## src/rtl/positenc_prod_sum_es3_if.sv

```systemverilog
// Handshake bundle between the es=3 product-sum adder, the posit encoder and its consumer.
// master drives the raw sum and out_ready; slave is the encoder side.
interface positenc_prod_sum_es3_if #(
  parameter int NBITS = 32,
  parameter int SUMW  = 70
);
  logic [SUMW-1:0]  in_sum;
  logic             in_truncated;
  logic             in_valid;
  logic             in_ready;
  logic [NBITS-1:0] out_posit;
  logic             out_inexact;
  logic             out_valid;
  logic             out_ready;

  modport master (
    output in_sum, in_truncated, in_valid, out_ready,
    input  in_ready, out_posit, out_inexact, out_valid
  );

  modport slave (
    input  in_sum, in_truncated, in_valid, out_ready,
    output in_ready, out_posit, out_inexact, out_valid
  );
endinterface

```

## src/rtl/positenc_prod_sum_es3.sv

```systemverilog
// es=3 posit output encoder: 3-stage elastic pipeline (decode, shift/saturate, round/negate).
// Define POSITENC_ROUND_NEAREST_EN for round-to-nearest-even; otherwise the magnitude truncates.
module positenc_prod_sum_es3 #(
  parameter int NBITS = 32,
  parameter int ES    = 3,
  parameter int SUMW  = 70
) (
  input logic                     clk,
  input logic                     rst_n,
  positenc_prod_sum_es3_if.slave  bus
);

  localparam int SW  = 10;               // signed scale width
  localparam int FW  = SUMW - 3 - SW;    // fraction bits below the hidden bit
  localparam int SHW = SW - ES;          // enough bits for |k|
  localparam int MW  = NBITS - 1;        // magnitude width (posit minus sign)
  localparam int TW  = 2 + ES + FW + 1 + NBITS;

  // ---------------- handshake ----------------
  logic v1, v2, v3;
  logic adv;

  assign adv          = ~v3 | bus.out_ready;
  assign bus.in_ready = adv;
  assign bus.out_valid = v3;

  always_ff @(posedge clk) begin
    if (!rst_n) begin
      v1 <= 1'b0;
      v2 <= 1'b0;
      v3 <= 1'b0;
    end else if (adv) begin
      // NOTE: non-blocking so every stage samples its predecessor's pre-edge value.
      v1 <= bus.in_valid;
      v2 <= v1;
      v3 <= v2;
    end
  end

  // ---------------- S1: special detect, k/e decode, regime run ----------------
  logic              in_sgn, in_inf, in_zero;
  logic [SW-1:0]     in_scale;
  logic [FW-1:0]     in_frac;
  logic signed [31:0] k_wide;
  logic [SHW-1:0]    shamt_d;
  logic              sat_hi_d, sat_lo_d;

  assign in_sgn   = bus.in_sum[SUMW-1];
  assign in_scale = bus.in_sum[SUMW-2 -: SW];
  assign in_frac  = bus.in_sum[FW+1:2];
  assign in_inf   = bus.in_sum[1];
  assign in_zero  = bus.in_sum[0];

  always_comb begin
    // NOTE: every always_comb output gets a value up front so no latch can be inferred.
    k_wide   = $signed({{(32-SW){in_scale[SW-1]}}, in_scale}) >>> ES;
    // Regime run beyond the first bit: k for k>=0, -k-1 for k<0.
    shamt_d  = k_wide[31] ? SHW'(~k_wide) : SHW'(k_wide);
    sat_hi_d = k_wide >= NBITS - 2;
    sat_lo_d = k_wide < -(NBITS - 2);
  end

  logic           s1_nar, s1_zero, s1_sgn, s1_pos, s1_sat_hi, s1_sat_lo, s1_trunc;
  logic [SHW-1:0] s1_shamt;
  logic [ES-1:0]  s1_e;
  logic [FW-1:0]  s1_frac;

  // NOTE: datapath registers carry no reset; the stage valid bits alone qualify them.
  always_ff @(posedge clk) begin
    if (adv) begin
      s1_nar    <= in_inf;
      s1_zero   <= in_zero;
      s1_sgn    <= in_sgn;
      s1_pos    <= ~k_wide[31];
      s1_shamt  <= shamt_d;
      s1_sat_hi <= sat_hi_d;
      s1_sat_lo <= sat_lo_d;
      s1_e      <= in_scale[ES-1:0];
      s1_frac   <= in_frac;
      s1_trunc  <= bus.in_truncated;
    end
  end

  // ---------------- S2: barrel shift, guard/sticky, saturation ----------------
  logic signed [TW-1:0] seed;
  logic signed [TW-1:0] shifted;
  logic [MW-1:0]        mag_d;
  logic                 guard_d, sticky_d, sat_d;

  always_comb begin
    // Seed starts with the regime's first bit and terminator; the arithmetic
    // shift replicates the first bit to extend the run.
    seed     = {s1_pos, ~s1_pos, s1_e, s1_frac, s1_trunc, {NBITS{1'b0}}};
    shifted  = seed >>> s1_shamt;
    mag_d    = shifted[TW-1 -: MW];
    guard_d  = shifted[TW-NBITS];
    sticky_d = |shifted[TW-NBITS-1:0];
    sat_d    = 1'b0;
    if (s1_sat_hi) begin
      mag_d    = {MW{1'b1}};
      guard_d  = 1'b0;
      sticky_d = 1'b0;
      sat_d    = 1'b1;
    end else if (s1_sat_lo) begin
      mag_d    = {{(MW-1){1'b0}}, 1'b1};
      guard_d  = 1'b0;
      sticky_d = 1'b0;
      sat_d    = 1'b1;
    end
  end

  logic          s2_nar, s2_zero, s2_sgn, s2_guard, s2_sticky, s2_sat;
  logic [MW-1:0] s2_mag;

  always_ff @(posedge clk) begin
    if (adv) begin
      s2_nar    <= s1_nar;
      s2_zero   <= s1_zero;
      s2_sgn    <= s1_sgn;
      s2_mag    <= mag_d;
      s2_guard  <= guard_d;
      s2_sticky <= sticky_d;
      s2_sat    <= sat_d;
    end
  end

  // ---------------- S3: round, clamp, negate ----------------
  logic             inc;
  logic [MW-1:0]    mag_r;
  logic [NBITS-1:0] unsigned_p;
  logic [NBITS-1:0] posit_d;
  logic             inexact_d;

  always_comb begin
    inc = 1'b0;
`ifdef POSITENC_ROUND_NEAREST_EN
    inc = s2_guard & (s2_mag[0] | s2_sticky);
`endif
    // Rounding up from maxpos would wrap into NaR, so it stays at maxpos.
    mag_r = (&s2_mag) ? s2_mag : s2_mag + {{(MW-1){1'b0}}, inc};
    if (mag_r == '0) mag_r = {{(MW-1){1'b0}}, 1'b1};
    unsigned_p = {1'b0, mag_r};
    posit_d    = s2_sgn ? -unsigned_p : unsigned_p;
    inexact_d  = s2_guard | s2_sticky | s2_sat;
    if (s2_nar) begin
      posit_d   = {1'b1, {(NBITS-1){1'b0}}};
      inexact_d = 1'b0;
    end else if (s2_zero) begin
      posit_d   = '0;
      inexact_d = 1'b0;
    end
  end

  logic [NBITS-1:0] posit_q;
  logic             inexact_q;

  always_ff @(posedge clk) begin
    if (!rst_n) begin
      posit_q   <= '0;
      inexact_q <= 1'b0;
    end else if (adv) begin
      posit_q   <= posit_d;
      inexact_q <= inexact_d;
    end
  end

  assign bus.out_posit   = posit_q;
  assign bus.out_inexact = inexact_q;

endmodule

```

## src/flat_wrapper.sv

```systemverilog
// flat-port wrapper written by rule: the top's interface ports become plain ports
module positenc_prod_sum_es3_flat 
#(
  parameter int NBITS = 32,
  parameter int ES    = 3,
  parameter int SUMW  = 70
)
  (clk, rst_n, bus_in_sum, bus_in_truncated, bus_in_valid, bus_out_ready, bus_in_ready, bus_out_posit, bus_out_inexact, bus_out_valid);
  positenc_prod_sum_es3_if #(.NBITS(NBITS), .SUMW(SUMW)) bus_i ();
  input logic clk;
  input logic rst_n;
  input wire logic [$bits(bus_i.in_sum)-1:0] bus_in_sum;
  input wire logic [$bits(bus_i.in_truncated)-1:0] bus_in_truncated;
  input wire logic [$bits(bus_i.in_valid)-1:0] bus_in_valid;
  input wire logic [$bits(bus_i.out_ready)-1:0] bus_out_ready;
  output wire logic [$bits(bus_i.in_ready)-1:0] bus_in_ready;
  output wire logic [$bits(bus_i.out_posit)-1:0] bus_out_posit;
  output wire logic [$bits(bus_i.out_inexact)-1:0] bus_out_inexact;
  output wire logic [$bits(bus_i.out_valid)-1:0] bus_out_valid;
  assign bus_i.in_sum = bus_in_sum;
  assign bus_i.in_truncated = bus_in_truncated;
  assign bus_i.in_valid = bus_in_valid;
  assign bus_i.out_ready = bus_out_ready;
  assign bus_in_ready = bus_i.in_ready;
  assign bus_out_posit = bus_i.out_posit;
  assign bus_out_inexact = bus_i.out_inexact;
  assign bus_out_valid = bus_i.out_valid;
  positenc_prod_sum_es3 #(.NBITS(NBITS), .ES(ES), .SUMW(SUMW)) u_core (.clk(clk), .rst_n(rst_n), .bus(bus_i));
endmodule
```

## config.mk

```make
export PLATFORM = sky130hd
export DESIGN_NAME = positenc_prod_sum_es3_flat
export DESIGN_NICKNAME = d
export VERILOG_FILES = /design/src/rtl/positenc_prod_sum_es3_if.sv /design/src/rtl/positenc_prod_sum_es3.sv /design/src/flat_wrapper.sv
export SDC_FILE = /design/constraint.sdc
export NUM_CORES = 1
export LEC_CHECK = 0
export ABC_AREA = 1
export CORE_ASPECT_RATIO = 2
export CORE_MARGIN = 2
export CORE_UTILIZATION = 45
export CTS_CLUSTER_DIAMETER = 50
export DETAILED_ROUTE_END_ITERATION = 10
export PLACE_DENSITY = 0.68
export SLEW_MARGIN = 20
export SYNTH_ARGS = -nofsm -noshare
export SYNTH_HDL_FRONTEND = slang
export SYNTH_SLANG_ARGS = --single-unit
```

## constraint.sdc

```tcl
create_clock -name clk -period 4.1 [get_ports clk]
set_input_delay 0.41 -clock clk [delete_from_list [all_inputs] [get_ports clk]]
set_output_delay 0.41 -clock clk [all_outputs]
set_load 0.05 [all_outputs]
```

==> results.sh <==
export IMPL_pwr_share_seq=0.351
export IMPL_synth_common_cells="nand2_1 (612), nand3_1 (412), edfxtp_1 (111)"
export IMPL_grt_usage=0.264
export IMPL_clock_latency_ns=0.46
export IMPL_p_per_area_mw_per_mm2=418
export IMPL_grt_max_degree=71
export IMPL_port_buffers=109
export IMPL_place_congestion=0.986
export IMPL_critPathLaunchType="flip-flop"
export IMPL_status="complete, no violations"
export IMPL_yosys_warnings=0
export IMPL_slew_violations=0
export IMPL_dr_first_iter_drc_count=764
export IMPL_end_kind="flip-flop"
export IMPL_cts_hold_buf=0
export IMPL_critPathArrivalTime_ns=3.52
export IMPL_cts_tree="built"
export IMPL_clk_path_buf_depth=2
export IMPL_rsz0062_at_grt="no"
export IMPL_postCtsResizedCells=0
export IMPL_syn_avg_cell_area_sq_um=6.56
export IMPL_overflow=0
export IMPL_synth_distinct_cells=41
export IMPL_drc_errors=0
export IMPL_htree_levels=4
export IMPL_antenna_found_initial=0
export IMPL_routedWlPerCell_um=16.6
export IMPL_use_met2=0.504
export IMPL_finalNetCount=1752
export IMPL_r2r_slack_ns=0.95
export IMPL_die_y_um=221
export IMPL_p_comb_frac=0.335
export IMPL_tightest_slew_ns=0.964
export IMPL_worstPathCellList="nor2_1 > nand3_1 > nor2_1 > nand3_1 > nor2_1 > nor2_1 > ha_1 > inv_1 > nor3_1 > nand2_1 > nand2_1 > o21ai_1 > a21oi_1 > nand2_1 > inv_1 > o21ai_1 > a21oi_1 > o21ai_0 > a21oi_1"
export IMPL_dieArea_sq_mm=0.0250
export IMPL_avgViaCountPerCell=5.59
export IMPL_fin_worst_skew_ns=0.00784
export IMPL_first_pass_iters=5
export IMPL_power_switching_mw=1.93
export IMPL_period_share=0.767
export IMPL_vdd_ir_drop_worst_mv=0.474
export IMPL_regArea_sq_mm=0.00405
export IMPL_final_hold_viol_count=0
export IMPL_via_count=11005
export IMPL_cts_root_buffer="clkbuf_16"
export IMPL_synth_cell_area_sq_mm=0.0106
export IMPL_cp_top_family="simple AND/OR/NAND/NOR gates"
export IMPL_ant_nets=0
export IMPL_ys_seq_elements=147
export IMPL_yosys_top_cells_area="edfxtp_1 (31%), nand2_1 (22%), nand3_1 (19%)"
export IMPL_internal_power_mw=3.25
export IMPL_synth_top_area_share=0.313
export IMPL_hold_class="flip-flop to flip-flop"
export IMPL_power_clock_fraction=0.314
export IMPL_grt_pass1_vias=10548
export IMPL_drv_cap=0
export IMPL_synth_seq_area_share=0.381
export IMPL_post_route_min_period_ns=3.15
export IMPL_synth_edf_count=111
export IMPL_postCtsSetupBuffers=0
export IMPL_cp_common_cell="nor2_1"
export IMPL_busiest_layer="met2"
export IMPL_core_area_sq_mm=0.0232
export IMPL_cts_inserted_buffers=17
export IMPL_grtUsageMet3=0.0411
export IMPL_drive_gt1_frac=0.0469
export IMPL_grt_pass1_wl_um=51800
export IMPL_cp_slowest_cell="edfxtp_1"
export IMPL_required_ns=4.47
export IMPL_critPathMaxFanout=4
export IMPL_design_area_sq_mm=0.0124
export IMPL_critPathKind="flip-flop to flip-flop"
export IMPL_insertedDiodeCount=0
export IMPL_clock_sinks=147
export IMPL_synthArstFlopShare=0
export IMPL_multi_input_area_sq_mm=0.00584
export IMPL_die_w_um=113
export IMPL_fin_tns_setup_ns=0
export IMPL_grtUsageMet1=0.252
export IMPL_setup_violations_final=0
export IMPL_swShare=0.372
export IMPL_timing_hold_ws_ns=0.420
export IMPL_syn_nets=1700
export IMPL_path_clk_slew_ns=0.06
export IMPL_synthCells=1621
export IMPL_power_mw=5.17
export IMPL_post_synth_top_count_cell="nand2_1"
export IMPL_synth_top_area_cell="edfxtp_1"
export IMPL_synth_main_ff_cell="edfxtp_1"
export IMPL_p_leak_nw=5.50
export IMPL_crit_buf_inv=2
export IMPL_place_hpwl_um=25600
export IMPL_placed_area_sq_mm=0.0118
export IMPL_area_growth_pct=16.4
export IMPL_ios=110
export IMPL_fillers=2336
export IMPL_slew_headroom=0.357
export IMPL_rows=79
export IMPL_initial_utilization=0.458
export IMPL_fmax_ghz=0.318
export IMPL_wl_um=32800
export IMPL_slowest_delay_ns=0.40
## power by group through the flow
stage	Sequential [mW]	Combinational (mW)	Clock, mW
after floorplan	1.88	1.20	0
after global placement	1.84	1.71	0
after detailed placement	1.85	1.71	0
after CTS	1.81	1.72	1.67
after global routing	1.83	1.93	1.71
final	1.82	1.73	1.63
## placed cells by master (no fill, tap or decap), types with 6 or more instances in the layout
master | Yosys | final
nor2_1 | 84 | 83
inv_1 | 59 | 58
edfxtp_1 | 111 | 111
o21ai_0 | 50 | 50
clkdlybuf4s50_1 | 0 | 109
xor2_1 | 6 | 6
buf_4 | 8 | 22
a21oi_1 | 70 | 70
nand3_1 | 412 | 412
nand2_2 | 7 | 7
nand2_1 | 612 | 612
dfxtp_1 | 36 | 36
o21ai_1 | 14 | 14
nand4_1 | 10 | 10
clkbuf_16 | 0 | 17
nor3_1 | 12 | 12
## worst paths after layout
check / depth (start not counted) / from / end
setup / recovery: 19 / u_core.s2_mag[21]$_SDFFCE_PP1P_ / u_core.bus.out_posit[30]$_SDFFE_PN0P_
hold / removal: 0 / u_core.s1_nar$_DFFE_PP_ / u_core.s2_nar$_DFFE_PP_
setup reg to reg: 19 / u_core.s2_mag[21]$_SDFFCE_PP1P_ / u_core.bus.out_posit[30]$_SDFFE_PN0P_
hold reg to reg: 0 / u_core.s1_nar$_DFFE_PP_ / u_core.s2_nar$_DFFE_PP_
## metal layers
metal  share of wire  up-vias
met1            0.35     5021
met5               0        -
li1                -     5564
met4           0.059        0
met3           0.032      101
met2            0.56      319
## flip-flops by register name, indices dropped and copies added (netlist names), 3 cells and up
register,flops
u_core.bus.out_posit,32
u_core.s1_e,3
u_core.s1_frac,57
u_core.s1_shamt,7
u_core.s2_mag,31
## kinds of logic after synthesis
| family | share of synthesized area |
|---|---|
| adder cells (fa/ha/maj) | 0.00471 |
| flip-flops | 0.381 |
| AND/OR/NAND/NOR | 0.467 |
| other | 0.000353 |
| buffers and inverters | 0.0695 |
| AO/OA/AOI/OAI | 0.0722 |
| XOR/XNOR | 0.00494 |
## final cells by class
cell class / count / area share
Clock buffer: 19 / 0.0358
Clock inverter: 13 / 0.0141
Inverter: 65 / 0.0203
Multi-Input combinational cell: 1311 / 0.472
Sequential cell: 147 / 0.328
Tap cell: 283 / 0.0286
Timing Repair Buffer: 131 / 0.101
## through the flow
stage / cells / util / worst slack (ns)
after floorplan: 1621 / - / 0.453
after detailed placement: 1937 / 0.506 / 1.05
after global routing: 1969 / 0.533 / 0.796
after CTS: 1969 / 0.533 / 1.03
final: 1969 / 0.533 / 0.955
after global placement: 1937 / 0.506 / 1.11
No activity file was read; power rests on OpenSTA's default activity.
